## src/rtl/password_seq_ctrl.sv

```systemverilog
// password_seq_ctrl
// ---------------------------------------------------------------------------
// Four-digit BCD code lock sequencer. Digits arrive one at a time on an
// 'enter' pulse. After the fourth digit the stored code is compared against
// PASSWORD. The lock then holds an unlocked, wrong-code or lockout
// indication for a fixed number of cycles, and returns to IDLE afterwards.
// After MAX_TRIES wrong codes the lock enters lockout, and the attempt
// budget is reloaded when lockout ends.
//
// Parameters
//   PASSWORD    : 4-digit BCD code, most significant digit first
//   MAX_TRIES   : wrong attempts allowed before lockout (1..3)
//   OPEN_CYCLES : cycles the unlocked indication is held
//   FAIL_CYCLES : cycles the wrong-code indication is held
//   LOCK_CYCLES : cycles of lockout
//
// Ports
//   clk        in   system clock
//   rst        in   synchronous active-high reset
//   enter      in   one-shot "accept digit" pulse
//   clear      in   one-shot "abort entry / re-lock" pulse
//   digit      in   [3:0] BCD digit, sampled when enter=1
//   entered    out  [15:0] digits entered so far, newest digit in [3:0]
//   count      out  [2:0]  number of digits accepted (0..4)
//   unlocked   out  state is OPEN (registered)
//   fail       out  state is FAIL (registered)
//   locked     out  state is LOCKOUT (registered)
//   tries_left out  [1:0]  remaining attempts
//   state      out  [2:0]  FSM encoding for display
// ---------------------------------------------------------------------------
module password_seq_ctrl #(
    parameter logic [15:0] PASSWORD    = 16'h1234,
    parameter int unsigned MAX_TRIES   = 3,
    parameter int unsigned OPEN_CYCLES = 150_000_000,
    parameter int unsigned FAIL_CYCLES = 50_000_000,
    parameter int unsigned LOCK_CYCLES = 250_000_000
) (
    input  logic        clk,
    input  logic        rst,
    input  logic        enter,
    input  logic        clear,
    input  logic [3:0]  digit,
    output logic [15:0] entered,
    output logic [2:0]  count,
    output logic        unlocked,
    output logic        fail,
    output logic        locked,
    output logic [1:0]  tries_left,
    output logic [2:0]  state
);

    typedef enum logic [2:0] {
        IDLE    = 3'd0,
        ENTRY   = 3'd1,
        CHECK   = 3'd2,
        OPEN    = 3'd3,
        FAIL    = 3'd4,
        LOCKOUT = 3'd5
    } state_t;

    // One shared timer serves all three timed states, so it is sized for
    // the longest one. It only has to hold N-1.
    localparam int unsigned MAX_OF_OF = (OPEN_CYCLES > FAIL_CYCLES) ? OPEN_CYCLES : FAIL_CYCLES;
    localparam int unsigned MAX_N     = (MAX_OF_OF > LOCK_CYCLES) ? MAX_OF_OF : LOCK_CYCLES;
    localparam int unsigned TW        = (MAX_N > 1) ? $clog2(MAX_N) : 1;

    localparam logic [TW-1:0] OPEN_LOAD  = TW'(OPEN_CYCLES - 1);
    localparam logic [TW-1:0] FAIL_LOAD  = TW'(FAIL_CYCLES - 1);
    localparam logic [TW-1:0] LOCK_LOAD  = TW'(LOCK_CYCLES - 1);
    localparam logic [TW-1:0] TIMER_ZERO = TW'(0);
    localparam logic [TW-1:0] TIMER_ONE  = TW'(1);
    localparam logic [1:0]    TRIES_INIT = 2'(MAX_TRIES);

    state_t         state_r;
    state_t         state_s;
    logic [TW-1:0]  timer_r;
    logic [TW-1:0]  timer_s;
    logic [15:0]    entered_s;
    logic [2:0]     count_s;
    logic [1:0]     tries_s;

    // True when the digit is a legal BCD value (0..9).
    function automatic logic is_bcd(input logic [3:0] d);
        return (d <= 4'd9);
    endfunction

    assign state = state_r;

    // State, datapath and status register update with synchronous reset.
    always_ff @(posedge clk) begin
        if (rst) begin
            state_r    <= IDLE;
            entered    <= 16'h0000;
            count      <= 3'd0;
            tries_left <= TRIES_INIT;
            timer_r    <= TIMER_ZERO;
            unlocked   <= 1'b0;
            fail       <= 1'b0;
            locked     <= 1'b0;
        end else begin
            state_r    <= state_s;
            entered    <= entered_s;
            count      <= count_s;
            tries_left <= tries_s;
            timer_r    <= timer_s;
            // Status flags are decoded from the next state. This makes the
            // registered flags track the state register cycle for cycle.
            unlocked   <= (state_s == OPEN);
            fail       <= (state_s == FAIL);
            locked     <= (state_s == LOCKOUT);
        end
    end

    // Next-state and next-datapath logic.
    always_comb begin
        state_s   = state_r;
        entered_s = entered;
        count_s   = count;
        tries_s   = tries_left;
        timer_s   = timer_r;

        case (state_r)
            IDLE, ENTRY: begin
                // clear has priority over a same-cycle enter.
                if (clear) begin
                    state_s   = IDLE;
                    entered_s = 16'h0000;
                    count_s   = 3'd0;
                end else if (enter && is_bcd(digit)) begin
                    entered_s = {entered[11:0], digit};
                    count_s   = count + 3'd1;
                    if (count_s == 3'd4) begin
                        state_s = CHECK;
                    end else begin
                        state_s = ENTRY;
                    end
                end else begin
                    state_s = state_r;
                end
            end

            CHECK: begin
                if (entered == PASSWORD) begin
                    state_s = OPEN;
                    tries_s = TRIES_INIT;
                    timer_s = OPEN_LOAD;
                end else begin
                    tries_s = tries_left - 2'd1;
                    if (tries_s == 2'd0) begin
                        state_s = LOCKOUT;
                        timer_s = LOCK_LOAD;
                    end else begin
                        state_s = FAIL;
                        timer_s = FAIL_LOAD;
                    end
                end
            end

            OPEN: begin
                // clear re-locks early. enter is ignored while the lock is open.
                if (clear || (timer_r == TIMER_ZERO)) begin
                    state_s   = IDLE;
                    entered_s = 16'h0000;
                    count_s   = 3'd0;
                    timer_s   = TIMER_ZERO;
                end else begin
                    timer_s = timer_r - TIMER_ONE;
                end
            end

            FAIL: begin
                if (timer_r == TIMER_ZERO) begin
                    state_s   = IDLE;
                    entered_s = 16'h0000;
                    count_s   = 3'd0;
                end else begin
                    timer_s = timer_r - TIMER_ONE;
                end
            end

            LOCKOUT: begin
                // The attempt budget is refilled only when lockout expires.
                if (timer_r == TIMER_ZERO) begin
                    state_s   = IDLE;
                    entered_s = 16'h0000;
                    count_s   = 3'd0;
                    tries_s   = TRIES_INIT;
                end else begin
                    timer_s = timer_r - TIMER_ONE;
                end
            end

            default: begin
                // Encodings 6 and 7 are unused. They recover to a clean IDLE.
                state_s   = IDLE;
                entered_s = 16'h0000;
                count_s   = 3'd0;
                timer_s   = TIMER_ZERO;
            end
        endcase
    end

endmodule
```

## config.mk

```make
export PLATFORM = sky130hd
export DESIGN_NAME = password_seq_ctrl
export DESIGN_NICKNAME = d
export VERILOG_FILES = /design/src/rtl/password_seq_ctrl.sv
export SDC_FILE = /design/constraint.sdc
export NUM_CORES = 1
export LEC_CHECK = 0
export CAP_MARGIN = 5
export CORE_UTILIZATION = 25
export DETAILED_ROUTE_END_ITERATION = 12
export PLACE_DENSITY = 0.38
export SETUP_SLACK_MARGIN = 0.02
export SKIP_CTS_REPAIR_TIMING = 1
export SLEW_MARGIN = 20
export SYNTH_ARGS = -nofsm -noshare
export SYNTH_HDL_FRONTEND = slang
export SYNTH_SLANG_ARGS = --single-unit
```

## constraint.sdc

```tcl
create_clock -name clk -period 6.3 [get_ports clk]
set_input_delay 1.26 -clock clk [delete_from_list [all_inputs] [get_ports clk]]
set_output_delay 1.26 -clock clk [all_outputs]
set_load 0.1 [all_outputs]
```

==> impl_metrics.ini <==
[synth]
yosys-mux-area-fraction = 0.00325
ys.flop_type = dfxtp_1
synthXorXnorAreaFrac = 0.00570
yosysUniqueCellTypes = 65
synthSimpleGateAreaFrac = 0.317
synth_adder_area_share = 0.0325
async_flop_share = 0
avgSynthCellArea_sq_um = 8.33
synth_warnings = 0
synth_top_family_by_area = simple AND/OR/NAND/NOR gates
ys_ff_latch = 55
postSynthCellCount = 369
synth-edff-count = 0
synth_compound_area_frac = 0.245
yosysSeqAreaShare = 0.358
syn_nets = 385
syn-cell-area_sq_um = 3080

[critical_path]
r2r_cells = 8
crit_top_cell = or3_1
crit_required_ps = 6540
crit_arrival_ps = 3800
slowest_delay_ps = 720
crit_path_end_kind = register
critPathLaunchType = primary input
crit_path_max_fanout = 20
crit_type = primary input to register
cp_slowest_cell = or3_1
crit_chain = clkdlybuf4s50_1 > and4bb_2 > nor2_1 > a31oi_2 > or3_1 > or3_1 > a21oi_1

[detailed_routing]
totalWireLength_microns = 10300
routedWlPerCell_microns = 18.9
drtIter0Drc = 228
vias = 2968
viasPerCell = 5.45
drc_errors = 0
dr.pass1.iters = 4
postRouteAntennaNets = 0

[die]
die_x_microns = 113
die_y_microns = 113
dieArea_sq_um = 12700
rows = 40
core-area_sq_um = 12000
start_util = 0.256
pin_count = 35

[layout]
area_growth_pct = 21.3
fillers = 1308
diodes = 0
multi_input_area_sq_um = 1860
fin_cells = 545
layout-drive-gt1-share = 0.0829
final_nets = 413
seq_area_sq_um = 1100
stdcell_area_sq_um = 3730

[sta]
hold_viol = 0
fin_crit_sh = 0.566
finalMaxSlewViolations = 0
hold_slack_ps = 475
post-route-min-period_ps = 3570
setup_tns_ps = 0
max_clock_freq_ghz = 0.280
rsz0062_at_grt = no
setup_viol_count_final = 0
clock-skew-final_ps = 3.95
slew_headroom = 0.282
tightest_slew_ps = 1070

[clock_tree]
clk_latency_ps = 300
h-tree-depth = 2
clk_path_buf_depth = 2
cts_root_buffer = clkbuf_16
clk_pin_slew_worst_paths_ps = 70
cts_tree = built
cts_sinks = 55
numCtsBuffers = 5

[job]
drv_cap = 0

[grt]
grt_max_degree = 29
grt_util_all_layers = 0.167
grt_pass1_vias = 2933
grt-ovfl-total = 0
antenna_found_initial = 0
grt_pass1_wl_microns = 16300

[pwr]
powerDensity_nw_per_um2 = 200
vdd_drop_max_v = 0.0000798
p_total_uw = 745
leakage_nw = 1.41

[placed_design]
dp_cells = 537
port_buffers = 34
dp_hpwl_microns = 7550
gp_congestion = 0.844
dpl_cell_area_sq_um = 3550

[run_status]
outcome = completed

[hold_path]
hold_path_class = register to register
worstHoldPathCells = 2
## final cells by class
| cell class | instances | area share |
|---|---|---|
| Tap cell | 147 | 0.0493 |
| Multi-Input combinational cell | 286 | 0.499 |
| Timing Repair Buffer | 37 | 0.0973 |
| Clock buffer | 6 | 0.0372 |
| Inverter | 12 | 0.0121 |
| Sequential cell | 55 | 0.295 |
| Clock inverter | 2 | 0.0104 |
## registers in the layout, summed over array words and instances (netlist names)
| name | flops |
|---|---|
| state | 3 |
| entered | 16 |
| locked | 1 |
| timer_r | 28 |
| tries_left | 2 |
| count | 3 |
| fail | 1 |
| unlocked | 1 |
## report_power, final
part           internal [mW]  switching, mW  leakage [nW]
clock                  0.200          0.135        0.0875
sequential             0.350        0.00347         0.444
combinational         0.0154         0.0402         0.877
total                  0.566          0.179          1.41
## placed cells by master, fill, tap and decap left out, drive strengths merged, types with 6 or more instances in the layout
| cell | instances |
|---|---|
| dfxtp | 55 |
| nand2 | 40 |
| a21oi | 35 |
| clkdlybuf4s50 | 34 |
| nand3 | 31 |
| nor3 | 19 |
| nor2 | 17 |
| o21ai | 17 |
| inv | 13 |
| or3 | 11 |
| o211ai | 9 |
| ha | 8 |
| a21o | 7 |
| nand2b | 6 |
| clkbuf | 6 |
## worst max-delay path, delay by kind of cell
family	cells	cell delay, ps
compound gates	2	310
buf+inv	1	510
simple gates	4	1730
## metal layers
layer  part of all wire  wire length (microns)  global-route usage
met1               0.46                   4730               0.215
met2               0.47                   4830               0.281
met3              0.055                    571              0.0295
met4              0.015                    159              0.0570
met5                  0                      0                   0
## kinds of logic (layout without fill, tap and decap cells)
kind of cell | count (synthesis) | in the layout
xor gates and xnor gates | 2 | 2
DFF | 55 | 55
AOI/OAI and AO/OA | 110 | 110
and+or+nand+nor | 165 | 165
muxes | 1 | 1
buffers and inverters | 28 | 57
adders and majority gates | 8 | 8
## per-stage QoR
| step | worst slack, ps | util |
|---|---|---|
| floorplan | 3390 | - |
| global placement | 2460 | 0.295 |
| detailed placement | 2420 | 0.296 |
| CTS | 2720 | 0.311 |
| global route | 2560 | 0.311 |
| finish | 2730 | 0.311 |
## worst paths after layout
| check | end | slack, ps | startpoint |
|---|---|---|---|
| worst max-delay path | count[0] | 2730 | clear |
| worst min-delay path | timer_r[20] | 480 | timer_r[20] |
| worst max register to register | timer_r[24] | 3320 | timer_r[0] |
| worst min register to register | timer_r[20] | 480 | timer_r[20] |
## synth_stat cells (6+ instances only)
cell type,count,area share
a21o_1,7,0.017
a21oi_1,35,0.057
clkbuf_1,10,0.012
dfxtp_1,55,0.36
ha_1,8,0.033
inv_1,12,0.015
nand2_1,40,0.049
nand2b_1,6,0.012
nand3_1,30,0.049
nor2_1,17,0.021
nor3_1,17,0.028
o211ai_1,9,0.022
o21ai_0,17,0.028
or3_1,11,0.022
Note: power is estimated with default switching activity, not from simulation.
